## config.mk

```make
export PLATFORM = sky130hd
export DESIGN_NAME = period_meter_flat
export DESIGN_NICKNAME = d
export VERILOG_FILES = /design/src/rtl/period_meter_pkg.sv /design/src/rtl/period_meter_if.sv /design/src/rtl/period_meter_sync_rise_det.sv /design/src/rtl/period_meter.sv /design/src/flat_wrapper.sv
export SDC_FILE = /design/constraint.sdc
export NUM_CORES = 1
export LEC_CHECK = 0
export ABC_CLOCK_PERIOD_IN_PS = 3850
export BUFFER_PORTS_ARGS = -buffer_cell sky130_fd_sc_hd__buf_4
export CAP_MARGIN = 25
export CELL_PAD_IN_SITES_DETAIL_PLACEMENT = 1
export CELL_PAD_IN_SITES_GLOBAL_PLACEMENT = 2
export CORE_MARGIN = 2
export CORE_UTILIZATION = 35
export DETAILED_ROUTE_END_ITERATION = 8
export GPL_ROUTABILITY_DRIVEN = 0
export PLACE_DENSITY_LB_ADDON = 0.1
export SLEW_MARGIN = 15
export SYNTH_ARGS = -nofsm -noshare
export SYNTH_HDL_FRONTEND = slang
export SYNTH_SLANG_ARGS = --single-unit
```

## constraint.sdc

```tcl
create_clock -name clk -period 3.85 [get_ports clk]
set_clock_uncertainty 0.15 [all_clocks]
set_input_delay 0 -clock clk [delete_from_list [all_inputs] [get_ports clk]]
set_output_delay 0 -clock clk [all_outputs]
set_load 0.02 [all_outputs]
```

## src/rtl/period_meter_pkg.sv

```systemverilog
// Shared alarm constants and the period meter FSM state encoding.
// Dividers and meters derive their cycle counts from CLK_HZ / EXP_4HZ.
package period_meter_pkg;

  localparam int CLK_HZ  = 50000000;
  localparam int EXP_4HZ = 12500000;

  typedef enum logic {
    ST_WAIT_FIRST = 1'b0,
    ST_RUN        = 1'b1
  } pm_state_e;

endpackage

```

## src/rtl/period_meter_if.sv

```systemverilog
// Measurement bus: the square wave in, edge/period/lock/stall reports out.
interface period_meter_if #(
  parameter int CNT_W = 32
);

  logic             sig_in;
  logic             edge_pulse;
  logic [CNT_W-1:0] period;
  logic             period_vld;
  logic             locked;
  logic             stalled;

  modport master (
    output sig_in,
    input  edge_pulse, period, period_vld, locked, stalled
  );

  modport slave (
    input  sig_in,
    output edge_pulse, period, period_vld, locked, stalled
  );

endinterface

```

## src/rtl/period_meter_sync_rise_det.sv

```systemverilog
// Synchroniser chain plus history flop; rise is offered both combinationally
// (for same-cycle consumers) and as a registered one-cycle pulse.
module period_meter_sync_rise_det #(
  parameter int STAGES = 2
) (
  input  logic clk,
  input  logic rst,
  input  logic i_d,
  output logic o_rise,
  output logic o_rise_q
);

  logic [STAGES-1:0] r_sync;
  logic              r_hist;
  logic              r_rise_q;
  logic              w_rise;

  assign w_rise   = r_sync[STAGES-1] & ~r_hist;
  assign o_rise   = w_rise;
  assign o_rise_q = r_rise_q;

  always_ff @(posedge clk) begin
    if (rst) begin
      r_sync   <= '0;
      r_hist   <= 1'b0;
      r_rise_q <= 1'b0;
    end else begin
      r_sync   <= {r_sync[STAGES-2:0], i_d};
      r_hist   <= r_sync[STAGES-1];
      r_rise_q <= w_rise;
    end
  end

endmodule

```

## src/rtl/period_meter.sv

```systemverilog
// Measures rising-edge to rising-edge distance of a slow input in clk cycles,
// with lock against an expected period and a stall timeout.
module period_meter
  import period_meter_pkg::*;
#(
  parameter int SYNC_STAGES = 2,
  parameter int CNT_W       = 32,
  parameter int EXP_PERIOD  = EXP_4HZ,
  parameter int TOL         = 1250,
  parameter int TIMEOUT     = CLK_HZ / 2
) (
  input  logic          clk,
  input  logic          rst,
  period_meter_if.slave bus
);

  localparam logic [CNT_W-1:0] LP_CNT_LAST = CNT_W'(TIMEOUT - 1);
  localparam logic [CNT_W:0]   LP_EXP_X    = (CNT_W+1)'(EXP_PERIOD);
  localparam logic [CNT_W:0]   LP_TOL_X    = (CNT_W+1)'(TOL);

  pm_state_e        r_state;
  logic [CNT_W-1:0] r_cnt;
  logic [CNT_W-1:0] r_period;
  logic             r_period_vld;
  logic             r_locked;
  logic             r_stalled;

  logic             w_rise;
  logic             w_rise_q;
  logic [CNT_W:0]   w_cnt_x;
  logic [CNT_W:0]   w_diff;
  logic             w_in_tol;

  period_meter_sync_rise_det #(
    .STAGES (SYNC_STAGES)
  ) u_sync (
    .clk      (clk),
    .rst      (rst),
    .i_d      (bus.sig_in),
    .o_rise   (w_rise),
    .o_rise_q (w_rise_q)
  );

  // One extra bit so |cnt - EXP_PERIOD| never wraps.
  assign w_cnt_x  = {1'b0, r_cnt};
  assign w_diff   = (w_cnt_x >= LP_EXP_X) ? (w_cnt_x - LP_EXP_X) : (LP_EXP_X - w_cnt_x);
  assign w_in_tol = (w_diff <= LP_TOL_X);

  always_ff @(posedge clk) begin
    if (rst) begin
      r_state      <= ST_WAIT_FIRST;
      r_cnt        <= '0;
      r_period     <= '0;
      r_period_vld <= 1'b0;
      r_locked     <= 1'b0;
      r_stalled    <= 1'b0;
    end else begin
      r_period_vld <= 1'b0;
      case (r_state)
        ST_WAIT_FIRST: begin
          if (w_rise) begin
            r_cnt     <= CNT_W'(1);
            r_stalled <= 1'b0;
            r_state   <= ST_RUN;
          end else begin
            r_cnt <= '0;
          end
        end
        ST_RUN: begin
          // A rise on the timeout cycle wins over the timeout.
          if (w_rise) begin
            r_period     <= r_cnt;
            r_period_vld <= 1'b1;
            r_locked     <= w_in_tol;
            r_stalled    <= 1'b0;
            r_cnt        <= CNT_W'(1);
          end else if (r_cnt == LP_CNT_LAST) begin
            r_stalled <= 1'b1;
            r_locked  <= 1'b0;
            r_cnt     <= '0;
            r_state   <= ST_WAIT_FIRST;
          end else begin
            r_cnt <= r_cnt + 1'b1;
          end
        end
        default: begin
          r_state <= ST_WAIT_FIRST;
          r_cnt   <= '0;
        end
      endcase
    end
  end

  assign bus.edge_pulse = w_rise_q;
  assign bus.period     = r_period;
  assign bus.period_vld = r_period_vld;
  assign bus.locked     = r_locked;
  assign bus.stalled    = r_stalled;

endmodule

```

## src/flat_wrapper.sv

```systemverilog
// flat-port wrapper written by rule: the top's interface ports become plain ports
module period_meter_flat import period_meter_pkg::*;
#(
  parameter int SYNC_STAGES = 2,
  parameter int CNT_W       = 32,
  parameter int EXP_PERIOD  = EXP_4HZ,
  parameter int TOL         = 1250,
  parameter int TIMEOUT     = CLK_HZ / 2
)
  (clk, rst, bus_sig_in, bus_edge_pulse, bus_period, bus_period_vld, bus_locked, bus_stalled);
  period_meter_if #(.CNT_W(CNT_W)) bus_i ();
  input  logic clk;
  input  logic rst;
  input wire logic [$bits(bus_i.sig_in)-1:0] bus_sig_in;
  output wire logic [$bits(bus_i.edge_pulse)-1:0] bus_edge_pulse;
  output wire logic [$bits(bus_i.period)-1:0] bus_period;
  output wire logic [$bits(bus_i.period_vld)-1:0] bus_period_vld;
  output wire logic [$bits(bus_i.locked)-1:0] bus_locked;
  output wire logic [$bits(bus_i.stalled)-1:0] bus_stalled;
  assign bus_i.sig_in = bus_sig_in;
  assign bus_edge_pulse = bus_i.edge_pulse;
  assign bus_period = bus_i.period;
  assign bus_period_vld = bus_i.period_vld;
  assign bus_locked = bus_i.locked;
  assign bus_stalled = bus_i.stalled;
  period_meter #(.SYNC_STAGES(SYNC_STAGES), .CNT_W(CNT_W), .EXP_PERIOD(EXP_PERIOD), .TOL(TOL), .TIMEOUT(TIMEOUT)) u_core (.clk(clk), .rst(rst), .bus(bus_i));
endmodule
```

==> summary.md <==
| Metric | Value |
|---|---|
| Outcome | complete, no violations |
| Top achievable clock speed | approximately 280 MHz |
| Asr flop ratio synth | 0% |
| Post-Synth XOR/XNOR Area | 8.70% |
| Main flop type after synthesis | dfxtp_1 |
| Antenna Nets Post-Route | 0 |
| Sink Count | just over 70 |
| Final WL | around 15000 µm |
| DP Area | slightly below 5000 µm² |
| Max rail drop VDD | around 240 µV |
| Largest net degree at the start of global routing | 44 |
| Fillers | 1480 |
| Nets | between 600 and 700 |
| Avg Cell Area, Syn | 7.54 µm² |
| Yosys warns | 0 |
| Crit Path Category | reg -> reg |
| CTS root buf | clkbuf_16 |
| Design Area, Final | about 5200 µm² |
| M3 GR Usage | 3.74% |
| Die footprint | roughly 13000 µm² |
| Total setup buffers inserted after CTS | 0 |
| Syn Nets | ~580 |
| Vias post-DR | approximately 4.3k |
| Worst slew margin | between 50 and 60% |
| Die width | ~120 µm |
| PortBufs | 38 |
| Most frequent cells in the layout | 99 x nand2_1, 72 x dfxtp_1, 68 x buf_4 |
| Post-synthesis mux area share | roughly 1.2% |
| Post-Syn Instances | between 500 and 600 |
| First-pass GRT wire length | between 20000 and 25000 µm |
| Worst Hold Class | reg -> reg |
| Top Usage Layer GRT | met2 |
| Layout cells sized above 1 | ~16% |
| Sum Neg Setup Slack | 0 ps |
| Post-Syn Area | 4330 µm² |
| Min Clock Period, post-route | around 3600 ps |
| CTS H-tree lvls | 3 |
| Antenna cells | 0 |
| Register area | about 1400 µm² |
| Critical Path AT | about 3700 ps |
| Synth Area in Compound Gates | between 10% and 20% |
| Met1 usage | slightly below 30% |
| Endpoints failing setup | 0 |
| Pre-antenna DRT Iters | 4 |
| EDFF count, synth | 0 |
| PostCTS Resize Cnt | 0 |
| Pwr dens | around 330 nW/µm² |
| Most common cell after layout, fill and taps aside | nand2_1 |
| Grt total ovfl | 0 |
| Total GRT Usage | 23.5% |
| Area Overhead vs Synth | 20.8% |
| Final Core Density | a little over two fifths |
| Post-DP HPWL | about 11000 µm |
| Main combinational cell family by area after synthesis | simple AND/OR/NAND/NOR gates |
| Wire per inst | 18.8 µm |
| Register bit total from synthesis | between 70 and 80 |
| First DRT Iteration DRCs | between 200 and 300 |
| CTS max path bufs | 2 |
| Lkg Pwr | about 1.9 nW |
| Grt met2 use | about 41% |
| Clock slew at reported path FFs | about 70 ps |
| Number of global-route vias before repair | between 4k and 5k |
| Hold Buf Count CTS | 3 |
| Multi-input gate area | approximately 2600 µm² |
| CTS tree | built |
| Netlist cell types | 66 |
| Post-synthesis adder-cell area fraction | 2.02% |
| RSZ-0062 raised after global routing | false |
| Worst Path Required | between 3000 and 4000 ps |
| Max-Cap Viols | 0 |
| Worst-path fanout max | 8 |
| Die height | roughly 120 µm |
| Post-route DRC violation count | 0 |
| Cell Rows | 40 |
| Crit share post-route | between 90 and 100% |
| CP Launch Type | flop |
| Clk_lat worst skew | between 300 and 400 ps |
| Initial antenna violation count | 0 |
| Crit. End Element | flop |
| Vias per cell | approximately 5.5 |
| Post-Synth Simple-Gate Area | ~30% |
| Final Hold Vio Count | 0 |
| Worst slew pin tran | roughly 640 ps |
| Register area share after synthesis | between 30% and 40% |
| Max-slew violation count | 0 |
| # IOs | 39 |
| Total clock buffers created by CTS | 9 |
| Core footprint | about 12000 µm² |
| Starting Density | roughly 36% |
## worst max-delay path: stages, from the launching register on
cell	delay, ps
dfxtp_1	310
inv_1	140
ha_1	240
or4b_4	520
a41o_1	380
nand2_4	150
nand2_1	90
a2111oi_2	310
nand4_1	120
or4_1	540
or4_1	450
o21ai_1	130
## synth_stat cells (8+ instances only)
master / count / area, µm²
nand3_1: 22 / 110
o21ai_0: 14 / 70.1
a21oi_1: 51 / 255
and3_1: 9 / 56.3
clkbuf_1: 38 / 143
inv_1: 10 / 37.5
nand2b_1: 8 / 50.1
xor2_1: 18 / 158
dfxtp_1: 72 / 1440
nand4_1: 16 / 100
xnor2_1: 25 / 219
nor2_1: 59 / 221
nand2_1: 99 / 372
a211oi_1: 8 / 60.1
## per-layer routing
| metal | part of all wire, % | vias up |
|---|---|---|
| li1 | - | 2072 |
| met1 | 44 | 2094 |
| met2 | 51 | 79 |
| met3 | 3.7 | 21 |
| met4 | 2.0 | 0 |
| met5 | 0 | - |
## power breakdown
group | internal, W | switching [W]
Sequential | 0.000748 | 0.00000247
Combinational | 0.0000121 | 0.0000225
Clock | 0.000587 | 0.000346
Total | 0.00135 | 0.000371
## final timing paths
check	start	endpoint	slack, ps	cells past startpoint
worst min-delay path	u_core.bus.period[8]$_SDFFE_PP0P_	u_core.bus.period[8]$_SDFFE_PP0P_	310	2
worst max register to register	u_core.r_cnt[5]$_SDFF_PP0_	u_core.bus.locked$_SDFFE_PP0P_	250	11
worst min register to register	u_core.bus.period[8]$_SDFFE_PP0P_	u_core.bus.period[8]$_SDFFE_PP0P_	310	2
worst max-delay path	u_core.r_cnt[5]$_SDFF_PP0_	u_core.bus.locked$_SDFFE_PP0P_	250	11
## area by class of cell
class                           instances  share of cell area [%]
Multi-Input combinational cell        444                    50.5
Clock buffer                           10                    4.57
Inverter                               10                   0.718
Sequential cell                        72                    27.6
Timing Repair Buffer                   72                    10.9
Clock inverter                          6                    1.75
Tap cell                              168                    4.02
## cell families after synthesis
family,count (synthesis)
xor+xnor,43
mux,5
flops,72
simple gates,264
buf+inv,58
fa+ha+maj,7
compound gates,125
## flip-flops by register name (all words and copies together) (netlist names)
register,cells
u_core.bus.period,32
u_core.r_cnt,32
u_core.bus.locked,1
u_core.u_sync.r_hist,1
u_core.bus.period_vld,1
u_core.u_sync.o_rise_q,1
u_core.bus.stalled,1
u_core.u_sync.r_sync,2
u_core.r_state,1
## through the flow
| stage | worst slack [ps] | total power [W] | instances | hold WS (ps) |
|---|---|---|---|---|
| 3_5_place_dp | 291 | 0.000799 | 763 | 99.6 |
| 2_1_floorplan | 401 | 0.000788 | 574 | -21.8 |
| 3_3_place_gp | 392 | 0.000797 | 762 | 67.3 |
| 4_1_cts | 271 | 0.00173 | 782 | 307 |
| 6_report | 252 | 0.00172 | 782 | 306 |
| 5_1_grt | 119 | 0.00177 | 782 | 332 |
No activity file was read; power rests on OpenSTA's default activity.
